===== src/rtl/alu_decode_stage_if.sv =====
// Decode stage bundle: fetch-side valid/ready with instruction and flush,
// execute-side valid/ready with the decoded ALU fields.
interface alu_decode_stage_if;
  logic        in_valid;
  logic        in_ready;
  logic [31:0] in_instr;
  logic        flush;
  logic        out_valid;
  logic        out_ready;
  logic [4:0]  alu_control;
  logic        alu_src_imm;
  logic [31:0] imm;
  logic [4:0]  rs1;
  logic [4:0]  rs2;
  logic [4:0]  rd;
  logic        reg_write;
  logic        branch;
  logic        branch_on_zero;
  logic        jump;
  logic        illegal;

  modport master (
    output in_valid, in_instr, flush, out_ready,
    input  in_ready, out_valid, alu_control, alu_src_imm, imm,
    input  rs1, rs2, rd, reg_write, branch, branch_on_zero, jump, illegal
  );

  modport slave (
    input  in_valid, in_instr, flush, out_ready,
    output in_ready, out_valid, alu_control, alu_src_imm, imm,
    output rs1, rs2, rd, reg_write, branch, branch_on_zero, jump, illegal
  );
endinterface


===== src/rtl/alu_decode_stage.sv =====
// RV32I registered decode stage: instr in (valid/ready) -> ALU fields out.
// Ports: clk, rst_n (async low), bus (slave). Macro: ALU_DECODE_ILLEGAL_EN.
module alu_decode_stage #(
  parameter logic [4:0] RESET_CTRL = 5'b00000
) (
  input logic clk,
  input logic rst_n,
  alu_decode_stage_if.slave bus
);

  localparam logic [6:0] OPC_OP    = 7'b0110011;
  localparam logic [6:0] OPC_IMM   = 7'b0010011;
  localparam logic [6:0] OPC_LOAD  = 7'b0000011;
  localparam logic [6:0] OPC_STORE = 7'b0100011;
  localparam logic [6:0] OPC_BR    = 7'b1100011;
  localparam logic [6:0] OPC_LUI   = 7'b0110111;
  localparam logic [6:0] OPC_AUIPC = 7'b0010111;
  localparam logic [6:0] OPC_JAL   = 7'b1101111;
  localparam logic [6:0] OPC_JALR  = 7'b1100111;

  localparam logic [4:0] A_ADD  = 5'b00000;
  localparam logic [4:0] A_SUB  = 5'b00010;
  localparam logic [4:0] A_SLL  = 5'b00100;
  localparam logic [4:0] A_SLT  = 5'b01000;
  localparam logic [4:0] A_SLTU = 5'b01100;
  localparam logic [4:0] A_XOR  = 5'b10000;
  localparam logic [4:0] A_SRL  = 5'b10100;
  localparam logic [4:0] A_SRA  = 5'b10110;
  localparam logic [4:0] A_OR   = 5'b11000;
  localparam logic [4:0] A_BGE  = 5'b11010;
  localparam logic [4:0] A_AND  = 5'b11100;
  localparam logic [4:0] A_BGEU = 5'b11110;
  localparam logic [4:0] A_UPI  = 5'b11111;

  typedef struct packed {
    logic [4:0]  alu_control;
    logic        alu_src_imm;
    logic [31:0] imm;
    logic [4:0]  rs1;
    logic [4:0]  rs2;
    logic [4:0]  rd;
    logic        reg_write;
    logic        branch;
    logic        branch_on_zero;
    logic        jump;
    logic        illegal;
  } dec_t;

  function automatic logic [4:0] f3_alu(
    input logic [2:0] f,
    input logic       alt
  );
    case (f)
      3'b000:  f3_alu = alt ? A_SUB : A_ADD;
      3'b001:  f3_alu = A_SLL;
      3'b010:  f3_alu = A_SLT;
      3'b011:  f3_alu = A_SLTU;
      3'b100:  f3_alu = A_XOR;
      3'b101:  f3_alu = alt ? A_SRA : A_SRL;
      3'b110:  f3_alu = A_OR;
      default: f3_alu = A_AND;
    endcase
  endfunction

  logic [31:0] i;
  logic [6:0]  opc;
  logic [2:0]  f3;
  logic        shift_imm;
  logic        bad;
  logic        wr;
  logic        br;
  logic        jmp;
  dec_t        dec;
  dec_t        rst_val;
  dec_t        dec_d, dec_q;
  logic        valid_d, valid_q;
  logic        accept;

  assign i         = bus.in_instr;
  assign opc       = i[6:0];
  assign f3        = i[14:12];
  assign shift_imm = (f3 == 3'b001) || (f3 == 3'b101);

`ifdef ALU_DECODE_ILLEGAL_EN
  logic f7_bad;
  assign f7_bad = (i[31:25] != 7'h00) && (i[31:25] != 7'h20);

  always_comb begin
    bad = 1'b0;
    case (opc)
      OPC_OP:    bad = f7_bad;
      OPC_IMM:   bad = shift_imm && f7_bad;
      OPC_LOAD:  bad = (f3 == 3'b011) || (f3[2:1] == 2'b11);
      OPC_STORE: bad = (f3 > 3'b010);
      OPC_BR:    bad = (f3[2:1] == 2'b01);
      OPC_LUI,
      OPC_AUIPC,
      OPC_JAL,
      OPC_JALR:  bad = 1'b0;
      default:   bad = 1'b1;
    endcase
  end
`else
  assign bad = 1'b0;
`endif

  always_comb begin
    dec     = '0;
    wr      = 1'b0;
    br      = 1'b0;
    jmp     = 1'b0;
    dec.rs1 = i[19:15];
    dec.rs2 = i[24:20];
    dec.rd  = i[11:7];
    case (opc)
      OPC_OP: begin
        dec.alu_control = f3_alu(f3, i[30]);
        wr = 1'b1;
      end
      OPC_IMM: begin
        // ADDI ignores bit 30; only SRAI uses it
        dec.alu_control = f3_alu(f3, i[30] && (f3 == 3'b101));
        dec.alu_src_imm = 1'b1;
        dec.imm = shift_imm ? {27'b0, i[24:20]}
                            : {{20{i[31]}}, i[31:20]};
        wr = 1'b1;
      end
      OPC_LOAD, OPC_JALR: begin
        dec.alu_src_imm = 1'b1;
        dec.imm = {{20{i[31]}}, i[31:20]};
        wr  = 1'b1;
        jmp = (opc == OPC_JALR);
      end
      OPC_STORE: begin
        dec.alu_src_imm = 1'b1;
        dec.imm = {{20{i[31]}}, i[31:25], i[11:7]};
      end
      OPC_BR: begin
        dec.imm = {{19{i[31]}}, i[31], i[7], i[30:25], i[11:8], 1'b0};
        br = 1'b1;
        case (f3)
          3'b000:  dec.alu_control = A_SUB;
          3'b001:  dec.alu_control = A_SUB;
          3'b100:  dec.alu_control = A_SLT;
          3'b101:  dec.alu_control = A_BGE;
          3'b110:  dec.alu_control = A_SLTU;
          3'b111:  dec.alu_control = A_BGEU;
          default: br = 1'b0;
        endcase
        dec.branch_on_zero = (f3 == 3'b000);
      end
      OPC_LUI, OPC_AUIPC: begin
        dec.alu_control = A_UPI;
        dec.alu_src_imm = 1'b1;
        dec.imm = {i[31:12], 12'b0};
        wr = 1'b1;
      end
      OPC_JAL: begin
        dec.alu_src_imm = 1'b1;
        dec.imm = {{11{i[31]}}, i[31], i[19:12], i[20], i[30:21], 1'b0};
        wr  = 1'b1;
        jmp = 1'b1;
      end
      default: ;
    endcase
    dec.illegal   = bad;
    dec.reg_write = wr && (dec.rd != 5'd0) && !bad;
    dec.branch    = br && !bad;
    dec.jump      = jmp && !bad;
  end

  assign bus.in_ready = !bus.flush && (!valid_q || bus.out_ready);
  assign accept       = bus.in_valid && bus.in_ready;

  always_comb begin
    rst_val             = '0;
    rst_val.alu_control = RESET_CTRL;
    valid_d             = valid_q;
    dec_d               = dec_q;
    if (bus.flush) begin
      valid_d = 1'b0;
      dec_d   = rst_val;
    end else if (accept) begin
      valid_d = 1'b1;
      dec_d   = dec;
    end else if (valid_q && bus.out_ready) begin
      valid_d = 1'b0;
    end
  end

  always_ff @(posedge clk or negedge rst_n) begin
    if (!rst_n) begin
      valid_q             <= 1'b0;
      dec_q               <= '0;
      dec_q.alu_control   <= RESET_CTRL;
    end else begin
      valid_q <= valid_d;
      dec_q   <= dec_d;
    end
  end

  assign bus.out_valid      = valid_q;
  assign bus.alu_control    = dec_q.alu_control;
  assign bus.alu_src_imm    = dec_q.alu_src_imm;
  assign bus.imm            = dec_q.imm;
  assign bus.rs1            = dec_q.rs1;
  assign bus.rs2            = dec_q.rs2;
  assign bus.rd             = dec_q.rd;
  assign bus.reg_write      = dec_q.reg_write;
  assign bus.branch         = dec_q.branch;
  assign bus.branch_on_zero = dec_q.branch_on_zero;
  assign bus.jump           = dec_q.jump;
  assign bus.illegal        = dec_q.illegal;

endmodule


===== src/flat_wrapper.sv =====
// flat-port wrapper written by rule: the top's interface ports become plain ports
module alu_decode_stage_flat 
#(
  parameter logic [4:0] RESET_CTRL = 5'b00000
)
  (clk, rst_n, bus_in_valid, bus_in_instr, bus_flush, bus_out_ready, bus_in_ready, bus_out_valid, bus_alu_control, bus_alu_src_imm, bus_imm, bus_rs1, bus_rs2, bus_rd, bus_reg_write, bus_branch, bus_branch_on_zero, bus_jump, bus_illegal);
  alu_decode_stage_if bus_i ();
  input logic clk;
  input logic rst_n;
  input wire logic [$bits(bus_i.in_valid)-1:0] bus_in_valid;
  input wire logic [$bits(bus_i.in_instr)-1:0] bus_in_instr;
  input wire logic [$bits(bus_i.flush)-1:0] bus_flush;
  input wire logic [$bits(bus_i.out_ready)-1:0] bus_out_ready;
  output wire logic [$bits(bus_i.in_ready)-1:0] bus_in_ready;
  output wire logic [$bits(bus_i.out_valid)-1:0] bus_out_valid;
  output wire logic [$bits(bus_i.alu_control)-1:0] bus_alu_control;
  output wire logic [$bits(bus_i.alu_src_imm)-1:0] bus_alu_src_imm;
  output wire logic [$bits(bus_i.imm)-1:0] bus_imm;
  output wire logic [$bits(bus_i.rs1)-1:0] bus_rs1;
  output wire logic [$bits(bus_i.rs2)-1:0] bus_rs2;
  output wire logic [$bits(bus_i.rd)-1:0] bus_rd;
  output wire logic [$bits(bus_i.reg_write)-1:0] bus_reg_write;
  output wire logic [$bits(bus_i.branch)-1:0] bus_branch;
  output wire logic [$bits(bus_i.branch_on_zero)-1:0] bus_branch_on_zero;
  output wire logic [$bits(bus_i.jump)-1:0] bus_jump;
  output wire logic [$bits(bus_i.illegal)-1:0] bus_illegal;
  assign bus_i.in_valid = bus_in_valid;
  assign bus_i.in_instr = bus_in_instr;
  assign bus_i.flush = bus_flush;
  assign bus_i.out_ready = bus_out_ready;
  assign bus_in_ready = bus_i.in_ready;
  assign bus_out_valid = bus_i.out_valid;
  assign bus_alu_control = bus_i.alu_control;
  assign bus_alu_src_imm = bus_i.alu_src_imm;
  assign bus_imm = bus_i.imm;
  assign bus_rs1 = bus_i.rs1;
  assign bus_rs2 = bus_i.rs2;
  assign bus_rd = bus_i.rd;
  assign bus_reg_write = bus_i.reg_write;
  assign bus_branch = bus_i.branch;
  assign bus_branch_on_zero = bus_i.branch_on_zero;
  assign bus_jump = bus_i.jump;
  assign bus_illegal = bus_i.illegal;
  alu_decode_stage #(.RESET_CTRL(RESET_CTRL)) u_core (.clk(clk), .rst_n(rst_n), .bus(bus_i));
endmodule

===== config.mk =====
export PLATFORM = sky130hd
export DESIGN_NAME = alu_decode_stage_flat
export DESIGN_NICKNAME = d
export VERILOG_FILES = /design/src/rtl/alu_decode_stage_if.sv /design/src/rtl/alu_decode_stage.sv /design/src/flat_wrapper.sv
export SDC_FILE = /design/constraint.sdc
export NUM_CORES = 1
export LEC_CHECK = 0
export CELL_PAD_IN_SITES_DETAIL_PLACEMENT = 0
export CELL_PAD_IN_SITES_GLOBAL_PLACEMENT = 1
export CORE_ASPECT_RATIO = 1.5
export CORE_MARGIN = 5
export CORE_UTILIZATION = 30
export CTS_CLUSTER_DIAMETER = 120
export CTS_CLUSTER_SIZE = 16
export DETAILED_ROUTE_END_ITERATION = 8
export PLACE_DENSITY = 0.79
export SYNTH_ARGS = -nofsm -noshare
export SYNTH_HDL_FRONTEND = slang
export SYNTH_SLANG_ARGS = --single-unit
export TNS_END_PERCENT = 50

===== constraint.sdc =====
create_clock -name clk -period 2 [get_ports clk]
set_clock_uncertainty 0.2 [all_clocks]
set_input_delay 0.3 -clock clk [delete_from_list [all_inputs] [get_ports clk]]
set_output_delay 0.3 -clock clk [all_outputs]
set_load 0.03 [all_outputs]

# [Word level (Yosys, flattened, before mapping)]
# Index checks and enable logic that the tools add are counted.
[word_totals] inputBits=37 register_bits=59
[op_classes] eq_ne=16 n_mux=21 n_reduce_logical=19
[op_table] operator="$pmux W32 S6" n=1
[op_table] operator="$mux W58" n=2
[op_table] operator="$pmux W5 S7" n=2
[op_table] operator="$mux W32" n=1
[op_table] operator="$pmux W5 S5" n=1
[op_table] operator="$eq A7 B6 Y1 const B" n=3
[op_table] operator="$eq A7 B7 Y1 const B" n=3
[op_table] operator="$pmux W5 S4" n=1
[op_table] operator="$eq A7 B5 Y1 const B" n=2
[op_table] operator="$reduce_or A7 Y1" n=2
[op_table] operator="$eq A3 B3 Y1 const B" n=4
[op_table] operator="$mux W1" n=8
[op_table] operator="$mux W2" n=4
[op_table] operator="$eq A7 B2 Y1 const B" n=1
[op_table] operator="$eq A3 B2 Y1 const B" n=2
[op_table] operator="$reduce_or A2 Y1" n=3
[op_table] operator="$reduce_or A6 Y1" n=1
[op_table] operator="$logic_and A1 B1 Y1" n=5
[op_table] operator="$reduce_bool A5 Y1" n=1
[op_table] operator="$eq A3 B1 Y1 const B" n=1
[op_table] operator="$logic_not A3 Y1" n=1
[op_table] operator="$reduce_bool A3 Y1" n=1
[op_table] operator="$logic_not A1 Y1" n=2
[op_table] operator="$logic_or A1 B1 Y1" n=2
[op_table] operator="2 further kinds" n=2

# [Logic depth before layout (Yosys ltp)]
[depth] ltp_word=7 depth_mapped=8

# [Least setup slack after synthesis]
# No wires, ideal clock.
[synth_timing] kind="input port to flip-flop" start="input bus_in_instr[5]" end="register u_core.dec_q (netlist bit u_core.bus.imm[12])" cell_stages=6 setup_ps=119 required_time_ps=1681 path_buffers=2 t_arrival_ps=1503 slack_ps=177 cell_sequence="buf_2 -> nand3b_1 -> o32ai_4 -> o311ai_4 -> buf_6 -> o21ai_2"
[synth_between] elab_chain_cells=5 elab_cells_between_ends=13
[synth_lines] item="start: declaration" line="flat_wrapper.sv:11" source="input wire logic [$bits(bus_i.in_instr)-1:0] bus_in_instr;"
[synth_lines] item="$eq A7 B6 Y1, or another cell as far along" line="alu_decode_stage.sv:115" source="case (opc)"
[synth_lines] item="$reduce_or A2 Y1"
[synth_lines] item="$pmux W32 S6 (*)" line="alu_decode_stage.sv:115"
[synth_lines] item="$mux W58 (*)" line="alu_decode_stage.sv:183" source="end else if (accept) begin"
[synth_lines] item="$mux W58 (*)" line="alu_decode_stage.sv:180" source="if (bus.flush) begin"
[synth_lines] item="end: declaration" line="alu_decode_stage.sv:75" source="dec_t dec_d, dec_q;"
# Mark *: on every way between the ends. The rest lies on a longest branch, timed or not. The select of a mux whose other input is x is not followed.
# A chain may end at the register's enable or synchronous reset.

# [Worst setup path in the final report]
[layout_timing] start="register u_core.dec_q (netlist bit u_core.bus.reg_write)" end="output bus_reg_write"
[layout_lines] item="end: declaration" line="flat_wrapper.sv:22" source="output wire logic [$bits(bus_i.reg_write)-1:0] bus_reg_write;"
# No word-level cell between the ends.

==> reports/qor.tcl <==
set qor(route.detailed.wl_per_inst_um) 16.9
set qor(maxCapViolations) 0
set qor(skew_pair_late_insertion_delay_ns) 0.32
set qor(ys_types) 45
set qor(dp_cells) 516
set qor(routed-via-count) 2655
set qor(comb_power_share) 0.140
set qor(number_of_i_o_port_buffers) 95
set qor(syn-instance-count) 292
set qor(route.top_layer_used) {met4}
set qor(cp_max_delay_cell) {sky130_fd_sc_hd__clkdlybuf4s50_1}
set qor(clock_path_buffers) 2
set qor(place.detailed.hpwl_um) 6730
set qor(netSwitchingPower_uw) 759
set qor(power_density_over_the_cells_nw_per_um2) 696
set qor(clk_transition_reported_paths_ns) 0.05
set qor(detail_route.vias_per_cell) 4.96
set qor(routed_wl_um) 9040
set qor(layout.core_utilization) 0.487
set qor(final_period_minus_worst_setup_slack_ns) 1.89
set qor(holdCritPathClass) {register to register}
set qor(finalCritPeriodShare) 0.947
set qor(synth_area_um2) 2840
set qor(path_class) {register to output pin}
set qor(antenna_cells) 0
set qor(hold_end) {u_core.bus.imm[28]}
set qor(postSynth.asyncResetShare) 1.00
set qor(yosysSeqAreaShare) 0.511
set qor(m1WireLength_um) 3660
set qor(placement_rows) 43
set qor(grt_util_all_layers) 0.162
set qor(place.gp.congestion) 0.878
set qor(worstRegToRegCells) 6
set qor(die_height_um) 129
set qor(num_io_pins) 97
set qor(clock-root-buffer) {sky130_fd_sc_hd__clkbuf_16}
set qor(path_max_fanout) 2
set qor(tritoncts) {done}
set qor(p_clk_frac) 0.473
set qor(met3_wirelength_um) 462
set qor(dr_wl_met2_um) 4750
set qor(nNetsFinal) 456
set qor(irDropWorstVdd_mv) 0.451
set qor(cp.buffers_inverters) 1
set qor(numClockSinks) 58
set qor(cts-htree-levels) 3
set qor(cts-buffers-inserted) 9
set qor(cp_data_required_time_ns) 1.50
set qor(setup.worst_path.start_class) {register}
set qor(worst_path_largest_cell_delay_ns) 0.69
set qor(fin_cells) 535
set qor(critical_path.endpoint_type) {output pin}
set qor(hold_depth) 2
set qor(critical_path_arrival_ns) 1.39
set qor(cp_cell_sequence) {clkdlybuf4s50_1}
set qor(core_area_um2) 9250
set qor(synth-seq-cells) 58
set qor(outcome) {finished clean}
set qor(synthFlopType) {sky130_fd_sc_hd__dfrtp_1}
set qor(maxClockFrequency_mhz) 528
set qor(synthesis.area_per_instance_um2) 9.73
set qor(drive_gt1_frac) 0.215
set qor(finalSetupViolations) 0
set qor(crit-reg2reg-capture) {u_core.bus.imm[3]}
set qor(syn-num-nets) 329
set qor(initial_core_util) 0.307
set qor(final_antenna_net_count) 0
set qor(cp_top_family) {buffers and inverters}
set qor(leakage_power_total_uw) 0.00192
set qor(share_seq_of_total_power) 0.387
set qor(total_power_uw) 3140
set qor(drv_slew) 0
set qor(first_global_vias) 2681
set qor(grt_first_pass_wirelength_um) 14200
set qor(internal_power_uw) 2380
set qor(min_delay_startpoint) {u_core.bus.imm[28]}
set qor(number_of_synthesized_flops_with_an_enable_pin) 0
set qor(drtPass1Iterations) 4
set qor(timing_hold_violations_final) 0
set qor(r2r_setup_slack_ns) 0.32
set qor(floorplan.die_area_um2) 11600
set qor(final.fill_count) 901
set qor(antenna_found_initial) 0
set qor(pin_count_of_the_biggest_net_entering_global_routing) 59
set qor(yosysWarnings) 0
set qor(globalRoute.totalOverflow) 0
set qor(die_w_um) 89.5
set qor(drt_first_iter_violations) 132
set qor(worstReg2RegStart) {u_core.bus.out_valid}
set qor(rsz0062_at_grt) {no}
set qor(drc) 0
set qor(sw_frac_of_total) 0.242
set qor(area_delta_synth_final_pct) 58.7
-- layer usage --
layer / GRT usage / vias up
met2: 0.268 / 70
met3: 0.0426 / 12
met1: 0.201 / 1292
li1: - / 1281
met4: 0.0605 / 0
met5: 0 / -
-- final cells by class --
| type | count | area (µm²) | share of cell area |
|---|---|---|---|
| clock buffers | 12 | 246 | 0.0547 |
| clock inverters | 3 | 40.0 | 0.00888 |
| inverters | 3 | 11.3 | 0.00250 |
| multi-input cells | 211 | 1290 | 0.287 |
| flip-flops and latches | 58 | 1450 | 0.322 |
| well taps | 112 | 140 | 0.0311 |
| repair buffers | 136 | 1330 | 0.294 |
-- power groups by stage --
stage | registers (µW) | clock network (µW) | logic [µW]
global route | 1220 | 1570 | 474
CTS | 1220 | 1520 | 438
finish | 1220 | 1490 | 438
global placement | 1230 | 0 | 429
detailed placement | 1230 | 0 | 435
floorplan | 1280 | 0 | 129
-- layout by cell type (no fill, tap or decap), types with 3 or more instances in the layout --
cell type | synthesis | routed
sky130_fd_sc_hd__a31oi_1 | 4 | 4
sky130_fd_sc_hd__o21ai_1 | 6 | 6
sky130_fd_sc_hd__buf_4 | 3 | 35
sky130_fd_sc_hd__inv_1 | 3 | 3
sky130_fd_sc_hd__buf_12 | 0 | 3
sky130_fd_sc_hd__nand2_1 | 66 | 66
sky130_fd_sc_hd__dlymetal6s2s_1 | 0 | 4
sky130_fd_sc_hd__o21ai_0 | 7 | 7
sky130_fd_sc_hd__o21ai_2 | 20 | 20
sky130_fd_sc_hd__nand2b_1 | 4 | 4
sky130_fd_sc_hd__nor2_1 | 8 | 7
sky130_fd_sc_hd__clkbuf_16 | 0 | 10
sky130_fd_sc_hd__a22o_1 | 7 | 7
sky130_fd_sc_hd__clkdlybuf4s50_1 | 0 | 89
sky130_fd_sc_hd__a21oi_1 | 48 | 48
sky130_fd_sc_hd__dfrtp_1 | 58 | 58
sky130_fd_sc_hd__nor2b_1 | 3 | 3
sky130_fd_sc_hd__a22oi_1 | 4 | 4
-- sequential cells by signal, indices dropped and copies added, names as in the netlist --
register and flops:
u_core.bus.imm 32, u_core.bus.alu_control 5, u_core.bus.rd 5, u_core.bus.rs1 5, u_core.bus.rs2 5, u_core.bus.alu_src_imm 1, u_core.bus.branch 1, u_core.bus.branch_on_zero 1
u_core.bus.jump 1, u_core.bus.out_valid 1, u_core.bus.reg_write 1
-- how the worst max path moves through the flow --
stage / startpoint / endpoint / slack [ns] / depth (start not counted)
floorplan: bus_in_instr[5] / u_core.bus.imm[12] / 0.18 / 6
global placement: bus_in_instr[0] / u_core.bus.imm[14] / -0.25 / 9
detailed placement: bus_in_instr[0] / u_core.bus.imm[15] / -0.32 / 9
CTS: bus_in_instr[0] / u_core.bus.imm[15] / 0.007 / 9
global route: bus_in_instr[4] / u_core.bus.reg_write / 0.05 / 7
finish: u_core.bus.reg_write / bus_reg_write / 0.11 / 1
-- through the flow --
| step | setup TNS [ns] | worst slack, ns | instance area [µm²] | hold slack, ns |
|---|---|---|---|---|
| final | 0 | 0.106 | 4510 | 0.276 |
| after global routing | 0 | 0.0499 | 4510 | 0.301 |
| after CTS | 0 | 0.00735 | 4430 | 0.280 |
| after detailed placement | -10.46 | -0.320 | 4130 | 0.139 |
| after global placement | -8.51 | -0.251 | 4130 | 0.128 |
| after floorplan | 0 | 0.177 | 2840 | -0.196 |
-- worst register-to-register path, cell delays in order (launching register included) --
cell and delay [ns]:
sky130_fd_sc_hd__dfrtp_1 0.39, sky130_fd_sc_hd__nand2b_1 0.09, sky130_fd_sc_hd__and2_1 0.29, sky130_fd_sc_hd__o311ai_4 0.17, sky130_fd_sc_hd__buf_6 0.17, sky130_fd_sc_hd__buf_12 0.15
sky130_fd_sc_hd__o21ai_1 0.15
-- synthesized netlist by cell type (all sizes together) (2+ instances only) --
library cell,n,share of area
nand2,66,0.087
o22ai,3,0.0088
nor2,9,0.013
a31oi,4,0.0088
inv,3,0.0040
nand2b,5,0.014
buf,9,0.025
nand3,3,0.0070
and2,2,0.0044
a21o,3,0.0084
a21oi,49,0.090
nand3b,2,0.0053
o32ai,2,0.015
nor2b,4,0.011
dfrtp,58,0.51
nor3,2,0.0035
clkbuf,11,0.015
a22oi,4,0.011
o21ai,33,0.085
a22o,7,0.022
-- repair_timing --
action,in CTS,in global routing
resized for setup,0,9
hold endpoints to repair,58,0
setup endpoints to repair,0,34
setup buffers,0,1
hold buffers,1,0
-- kinds of logic after synthesis --
group,synth area share
compound gates,0.273
buf+inv,0.0436
flops,0.511
other cells,0.00132
simple gates,0.171
Power figures use the tool's default switching activity.
